`config.mk`:
```
export PLATFORM = sky130hd
export DESIGN_NAME = muldiv_ctrl
export DESIGN_NICKNAME = d
export VERILOG_FILES = /design/src/rtl/muldiv_ctrl.sv
export SDC_FILE = /design/constraint.sdc
export NUM_CORES = 1
export LEC_CHECK = 0
export BUFFER_PORTS_ARGS = -buffer_cell sky130_fd_sc_hd__buf_2
export CAP_MARGIN = 20
export CORE_MARGIN = 1.5
export CORE_UTILIZATION = 26
export DETAILED_ROUTE_END_ITERATION = 7
export GPL_TIMING_DRIVEN = 0
export SLEW_MARGIN = 40
export SYNTH_ARGS = -nofsm -noshare
export SYNTH_HDL_FRONTEND = slang
export SYNTH_SLANG_ARGS = --single-unit
```
`constraint.sdc`:
```
create_clock -name clk -period 7.18 [get_ports clk]
set_input_delay 1.436 -clock clk [delete_from_list [all_inputs] [get_ports clk]]
set_output_delay 1.436 -clock clk [all_outputs]
set_load 0.01 [all_outputs]
```
`src/rtl/muldiv_ctrl.sv`:
```
// Iterative 32-bit multiply/divide sequencer that owns every HI/LO write.
// Signed operands are reduced to magnitudes on accept; the sign fixup is applied as the result registers load.
module muldiv_ctrl (
    input  logic        clk,
    input  logic        resetn,
    input  logic        req_valid,
    input  logic [2:0]  req_op,
    input  logic [31:0] req_a,
    input  logic [31:0] req_b,
    output logic        req_ready,
    input  logic        flush,
    output logic        busy,
    output logic        done,
    output logic        hi_write,
    output logic        lo_write,
    output logic [31:0] hi_data,
    output logic [31:0] lo_data
);

    localparam logic [1:0] S_IDLE = 2'd0;
    localparam logic [1:0] S_RUN  = 2'd1;
    localparam logic [1:0] S_FIN  = 2'd2;

    logic [1:0]  state_q, state_d;
    logic [4:0]  cnt_q, cnt_d;
    logic [2:0]  op_q, op_d;
    logic [63:0] res_q, res_d;
    logic [31:0] opnd_q, opnd_d;
    logic [31:0] araw_q, araw_d;
    logic        negq_q, negq_d;
    logic        negr_q, negr_d;
    logic        dz_q, dz_d;
    logic [31:0] hi_q, hi_d;
    logic [31:0] lo_q, lo_d;

    logic        sgn_op, a_neg, b_neg;
    logic [31:0] a_mag, b_mag;
    logic [32:0] mul_sum;
    logic [63:0] mul_step, div_step, step, prod_fix;
    logic [32:0] div_rem;
    logic [33:0] div_diff;
    logic [31:0] quo, rem;

    assign sgn_op = !req_op[2] && !req_op[0];
    assign a_neg  = sgn_op && req_a[31];
    assign b_neg  = sgn_op && req_b[31];
    assign a_mag  = a_neg ? (~req_a + 32'd1) : req_a;
    assign b_mag  = b_neg ? (~req_b + 32'd1) : req_b;

    // Multiply: res_q = {partial product, remaining multiplier bits}, shifting right each step.
    assign mul_sum  = {1'b0, res_q[63:32]} + {1'b0, (res_q[0] ? opnd_q : 32'd0)};
    assign mul_step = {mul_sum, res_q[31:1]};

    // Divide: res_q = {partial remainder, dividend bits turning into quotient bits}.
    assign div_rem  = {res_q[63:32], res_q[31]};
    assign div_diff = {1'b0, div_rem} - {2'b00, opnd_q};
    assign div_step = (div_diff[33:32] == 2'b00) ? {div_diff[31:0], res_q[30:0], 1'b1}
                                                 : {div_rem[31:0],  res_q[30:0], 1'b0};

    assign step     = op_q[1] ? div_step : mul_step;
    assign prod_fix = negq_q ? (~step + 64'd1) : step;
    assign quo      = step[31:0];
    assign rem      = step[63:32];

    always_comb begin
        state_d = state_q;
        cnt_d   = cnt_q;
        op_d    = op_q;
        res_d   = res_q;
        opnd_d  = opnd_q;
        araw_d  = araw_q;
        negq_d  = negq_q;
        negr_d  = negr_q;
        dz_d    = dz_q;
        hi_d    = hi_q;
        lo_d    = lo_q;
        case (state_q)
            S_IDLE: begin
                if (req_valid && req_ready) begin
                    op_d  = req_op;
                    cnt_d = 5'd0;
                    if (!req_op[2]) begin
                        state_d = S_RUN;
                        araw_d  = req_a;
                        dz_d    = (req_b == 32'd0);
                        negq_d  = a_neg ^ b_neg;
                        negr_d  = a_neg;
                        if (req_op[1]) begin
                            res_d  = {32'd0, a_mag};
                            opnd_d = b_mag;
                        end else begin
                            res_d  = {32'd0, b_mag};
                            opnd_d = a_mag;
                        end
                    end else begin
                        state_d = S_FIN;
                        if (req_op == 3'd4) hi_d = req_a;
                        if (req_op == 3'd5) lo_d = req_a;
                    end
                end
            end
            S_RUN: begin
                cnt_d = cnt_q + 5'd1;
                res_d = step;
                if (cnt_q == 5'd31) begin
                    state_d = S_FIN;
                    if (!op_q[1]) begin
                        {hi_d, lo_d} = prod_fix;
                    end else if (dz_q) begin
                        hi_d = araw_q;
                        lo_d = 32'hFFFF_FFFF;
                    end else begin
                        hi_d = negr_q ? (~rem + 32'd1) : rem;
                        lo_d = negq_q ? (~quo + 32'd1) : quo;
                    end
                end
            end
            S_FIN:   state_d = S_IDLE;
            default: state_d = S_IDLE;
        endcase
        // An aborted operation must not disturb the visible HI/LO values.
        if (flush) begin
            state_d = S_IDLE;
            hi_d    = hi_q;
            lo_d    = lo_q;
        end
    end

    always_ff @(posedge clk) begin
        if (!resetn) begin
            state_q <= S_IDLE;
            cnt_q   <= 5'd0;
            op_q    <= 3'd0;
            res_q   <= 64'd0;
            opnd_q  <= 32'd0;
            araw_q  <= 32'd0;
            negq_q  <= 1'b0;
            negr_q  <= 1'b0;
            dz_q    <= 1'b0;
            hi_q    <= 32'd0;
            lo_q    <= 32'd0;
        end else begin
            state_q <= state_d;
            cnt_q   <= cnt_d;
            op_q    <= op_d;
            res_q   <= res_d;
            opnd_q  <= opnd_d;
            araw_q  <= araw_d;
            negq_q  <= negq_d;
            negr_q  <= negr_d;
            dz_q    <= dz_d;
            hi_q    <= hi_d;
            lo_q    <= lo_d;
        end
    end

    assign req_ready = (state_q == S_IDLE) && !flush;
    assign busy      = (state_q != S_IDLE);
    assign done      = (state_q == S_FIN) && !flush;
    assign hi_write  = done && (!op_q[2] || op_q == 3'd4);
    assign lo_write  = done && (!op_q[2] || op_q == 3'd5);
    assign hi_data   = hi_q;
    assign lo_data   = lo_q;

endmodule

```
# ---- After elaboration in Yosys (flattened, before gate mapping)
# Index checks and enable logic that the tools add are counted.
# Widths: inputs -> output; s select.
dict set report totals {
  inputBits 71
  reg_bits 205
}
dict set report op_classes {
  n_eq_ne 13
  bitwise_logic 9
  mux 33
  n_reduce_logical 27
  n_addsub 8
}
# operator count
set op_table {}
lappend op_table {{$mux 32} 19}
lappend op_table {{$mux 64} 5}
lappend op_table {{$add 32x1->32 const B} 4}
lappend op_table {{$not 32->32} 4}
lappend op_table {{$pmux 32 s2} 2}
lappend op_table {{$pmux 64 s2} 1}
lappend op_table {{$add 64x1->64 const B} 1}
lappend op_table {{$not 64->64} 1}
lappend op_table {{$sub 33x32->34} 1}
lappend op_table {{$add 32x32->33} 1}
lappend op_table {{$logic_not 32->1} 1}
lappend op_table {{$eq 3x3->1 const B} 4}
lappend op_table {{$ne 2x2->1 const B} 6}
lappend op_table {{$reduce_and 6->1} 2}
lappend op_table {{$pmux 5 s2} 1}
lappend op_table {{$logic_and 1x1->1} 8}
lappend op_table {{$mux 2} 3}
lappend op_table {{$reduce_and 2->1} 3}
lappend op_table {{$reduce_and 3->1} 2}
lappend op_table {{$add 5x1->5 const B} 1}
lappend op_table {{$eq 5x5->1 const B} 1}
lappend op_table {{$mux 5} 1}
lappend op_table {{$logic_not 1->1} 4}
lappend op_table {{$logic_not 2->1} 2}
lappend op_table {{other kinds (8)} 12}

# ---- Longest topological paths before layout
dict set report depth {
  ltp_word 11
  ltp_mapped 23
  ltp_nobuf 23
}

# ---- Worst setup path before layout
# No wires, ideal clock.
dict set report synth_timing {
  kind {register -> output}
  from {register op_q[1]}
  to {output port hi_write}
  stages_incl_launch_ff 13
  n_path_buf 10
  path_slack_ns 2.025
  required_ns 5.744
  t_arrival_ns 3.719
  cell_sequence {dfxtp_1 -> clkbuf_1 -> clkbuf_1 -> clkbuf_1 -> clkbuf_1 -> buf_1 -> buf_2 -> buf_1 -> clkbuf_1 -> clkbuf_1 -> clkbuf_1 -> o21ai_0 -> and2_1}
}
dict set report synth_between {
  elab_chain_cells 3
}
# element line
set synth_rtl {}
lappend synth_rtl {{start: declaration} 26} ;# logic [2:0] op_q, op_d;
lappend synth_rtl {{start signal: assignment} 145} ;# op_q <= op_d;
lappend synth_rtl {{$eq 3x3->1} 160} ;# assign hi_write = done && (!op_q[2] || op_q == 3'd4);
lappend synth_rtl {{$logic_or 1x1->1} 160}
lappend synth_rtl {{$logic_and 1x1->1} 160}
lappend synth_rtl {{end: declaration} 14} ;# output logic hi_write,
# Every way passes these cells.

# ---- Worst setup path in the final report
# Ends and elaborated chain as after synthesis.

==> run metrics <==
status=finished, final reports clean; drt first pass iters=7; yosys warns=0; Vert. Die Dim=between 200 and 300 um; layout cell share with drive strength beyond 1=between 10% and 20%; Peak supply drop=around 0.00015 V; Die Width=between 200 and 300 um; Placed Instances=between 3k and 4k; Final Cycle Share=a little over nine tenths; mux contribution to synthesized area=~3.4%; Iter 0 DRT Violations=between 2k and 3k; Synth area leaders=dfxtp_1 (23%), nand2_1 (8.2%), o21ai_0 (5.4%), xnor2_1 (5.0%), ha_1 (4.9%); unrepaired setup endpoints after global routing=false; Post-Synth XOR/XNOR Area=under 10%; highest cell delay on the worst timing path=0.63 ns; largest family of logic cells by synthesized area=compound AO/OA/AOI/OAI gates; CTS tree=built; worst r2r dst=hi_data[25]$_SDFFE_PN0P_; CTS Buf Count=24; number of max-cap violations=0; Syn Area/Cell=slightly above 7 sq um; Mapped Area=0.0179 sq mm; top cell type by total area after synthesis=dfxtp_1; gpl congestion=slightly above 1; CP delay by family, top=buffers and inverters; Max Slew Vio Count=0; Fill cells=around 7.4k; stages on the worst setup path=10; Layout Nets=2784; crit path cell chain=clkbuf_1 > clkbuf_2 > clkbuf_2 > clkbuf_1 > buf_1 > buf_4 > clkbuf_2 > o21ai_0 > and2_1 > buf_2; initial antenna violation count=6; fin cells=between 3k and 4k; final hold vios=0; total grt overflow=0; CP arrival=5.35 ns; required time of the critical path=between 5 and 6 ns; IO Pins=140; first-pass GRT wire length=126000 um; Worst Max-Slew Pin Slew=slightly below 1 ns; Reg2Reg Depth=13; via count=20.6k; Core Box Area=0.0676 sq mm; worst relative slew slack=35.4%; Mapped Nets=approximately 2.6k; Port Buffers=133; r2r startpoint=op_q[1]$_SDFFE_PN0P_; Hold Path Origin=hi_data[2]$_SDFFE_PN0P_; Clock Root Buffer=clkbuf_16; Seq/Total Area, Yosys=between 20% and 30%; ys async rst share=0%; DPL Wire Length=~71000 um; Crit path top cell by count=clkbuf_2; pwr dens=165 mW/mm^2; fmax=~150 MHz; min-delay worst type=register to register; H-tree levels=1; prevailing post-synth register cell=dfxtp_1; Worst Path Max Fanout=37; compound-gate portion of the synthesized area=30.5%; Placement Rows=between 90 and 100; total track usage=about a quarter; final worst path period need=6.78 ns; clk buf depth=3; crit path launch type=register; Critical path origin=op_q[1]$_SDFFE_PN0P_; Layout Skew=0.0141 ns; final worst setup slack=approximately 0.40 ns; simple-gate portion of the synthesized area=a little under a quarter; Routed WL per cell=roughly 25 um; area share of the largest cell type after synthesis=23.0%; distinct cell type count after synthesis=92; antenna-violating nets left=0; largest net degree at the start of global routing=29; DRC=0; CTS Sinks=about 200; Finish-stage setup viols=0; # hold bufs at CTS=0; final wirelength=88300 um; P_leak=7.79 nW; Via density=a little under 6; Post-synth EDFFs=0; crit path capture=hi_write; CP max-delay cell=buf_4; most common cell in the netlist=nand2_1; Post-Synthesis Cells=2483; WP buf/inv=8; number of global-route vias before repair=about 19k; Starting Density=between 20% and 30%; setup slack, reg-to-reg=0.68 ns; synthesis-to-layout area growth=14.7%; clock-pin slew on the worst setup and hold paths=0.06 ns; critical path endpoint category=primary output; clk_lat worst skew=around 0.55 ns; synth cell count leaders=nand2_1 (392), dfxtp_1 (205), o21ai_0 (192), a21oi_1 (160), nor2_1 (157); pre-CTS setup slack=-0.827 ns; Synth Register Bits=205; die area=just over 0.07 sq mm; adder-cell area share of the yosys netlist=roughly 5%; critical path type=register to primary output
where the power goes:
part / total [W] / internal [W] / switching, W / leakage (nW)
logic: 0.000867 / 0.000265 / 0.000602 / 5.73
registers: 0.00120 / 0.00117 / 0.0000345 / 1.66
clock network: 0.00131 / 0.000759 / 0.000551 / 0.404
through the flow:
stage          utilization (%)  setup TNS [ns]  power [W]  instance area [sq um]  hold WS [ns]
5_1_grt                   30.3               0    0.00346                  20500         0.475
4_1_cts                   30.3               0    0.00332                  20500         0.460
3_5_place_dp              29.1          -0.827    0.00205                  19700         0.451
2_1_floorplan                -               0    0.00174                  17900         0.438
3_3_place_gp              29.0           -1.37    0.00205                  19600         0.443
6_report                  30.3               0    0.00338                  20500         0.465
worst min-delay path, stage by stage (launching register included):
cell,delay [ns]
dfxtp_1,0.31
nand2_1,0.05
a21boi_0,0.06
cells by family after synthesis:
| group | count (synthesis) |
|---|---|
| mux | 58 |
| compound gates | 818 |
| buf+inv | 236 |
| flops | 205 |
| xor+xnor | 192 |
| fa+ha+maj | 72 |
| simple gates | 902 |
routing by layer:
layer	global-route usage [%]	vias up	wire, um
li1	-	9260	-
met1	31.7	9758	35700
met2	35.8	1291	36500
met3	7.18	246	11100
met4	11.2	6	4950
met5	0	-	33
worst min path at each step:
stage / slack (ns) / end / cells past startpoint
2_1_floorplan: 0.44 / araw_q[16]$_SDFFE_PN0P_ / 2
3_5_place_dp: 0.45 / hi_data[4]$_SDFFE_PN0P_ / 2
3_3_place_gp: 0.44 / hi_data[4]$_SDFFE_PN0P_ / 2
5_1_grt: 0.48 / hi_data[4]$_SDFFE_PN0P_ / 2
4_1_cts: 0.46 / hi_data[4]$_SDFFE_PN0P_ / 2
6_report: 0.46 / hi_data[2]$_SDFFE_PN0P_ / 2
sequential cells by signal, indices dropped and copies added (netlist names):
signal   count
res_q       64
araw_q      32
hi_data     32
lo_data     32
opnd_q      32
cnt_q        5
op_q         3
state_q      2
dz_q         1
negq_q       1
negr_q       1
layout by cell type, fill, tap and decap left out, types with 10 or more instances in the layout:
cell	count
a211oi_1	22
a21boi_0	98
a21o_1	19
a21oi_1	159
a221oi_1	16
a22oi_1	16
a31oi_1	56
and2_1	77
and3_1	15
buf_1	11
buf_2	144
clkbuf_1	129
clkbuf_16	25
clkbuf_2	10
dfxtp_1	205
ha_1	70
inv_1	69
mux2_2	18
mux2i_1	40
nand2_1	392
nand2b_1	17
nand3_1	79
nand4_1	11
nor2_1	155
nor2b_1	29
nor3_1	44
nor4_1	14
o211ai_1	54
o21a_1	17
o21ai_0	192
o221ai_1	17
o31ai_1	30
o41ai_1	14
or3_1	19
xnor2_1	103
xor2_1	89
what timing repair did:
item / CTS / global route
resized for setup: 2 / 0
setup endpoints to repair: 1 / 1
setup buffers: 0 / 0
layout make-up:
cell class,count,area (sq um),share of cell area [%]
Inverter,71,267,1.30
Sequential cell,205,4100,20.0
Buffer,162,654,3.19
Tap cell,873,1090,5.33
Antenna cell,2,5.00,0.0244
Clock inverter,11,116,0.567
Timing Repair Buffer,135,676,3.29
Multi-Input combinational cell,2042,12900,62.9
Clock buffer,32,702,3.42
Power figures use the tool's default switching activity.
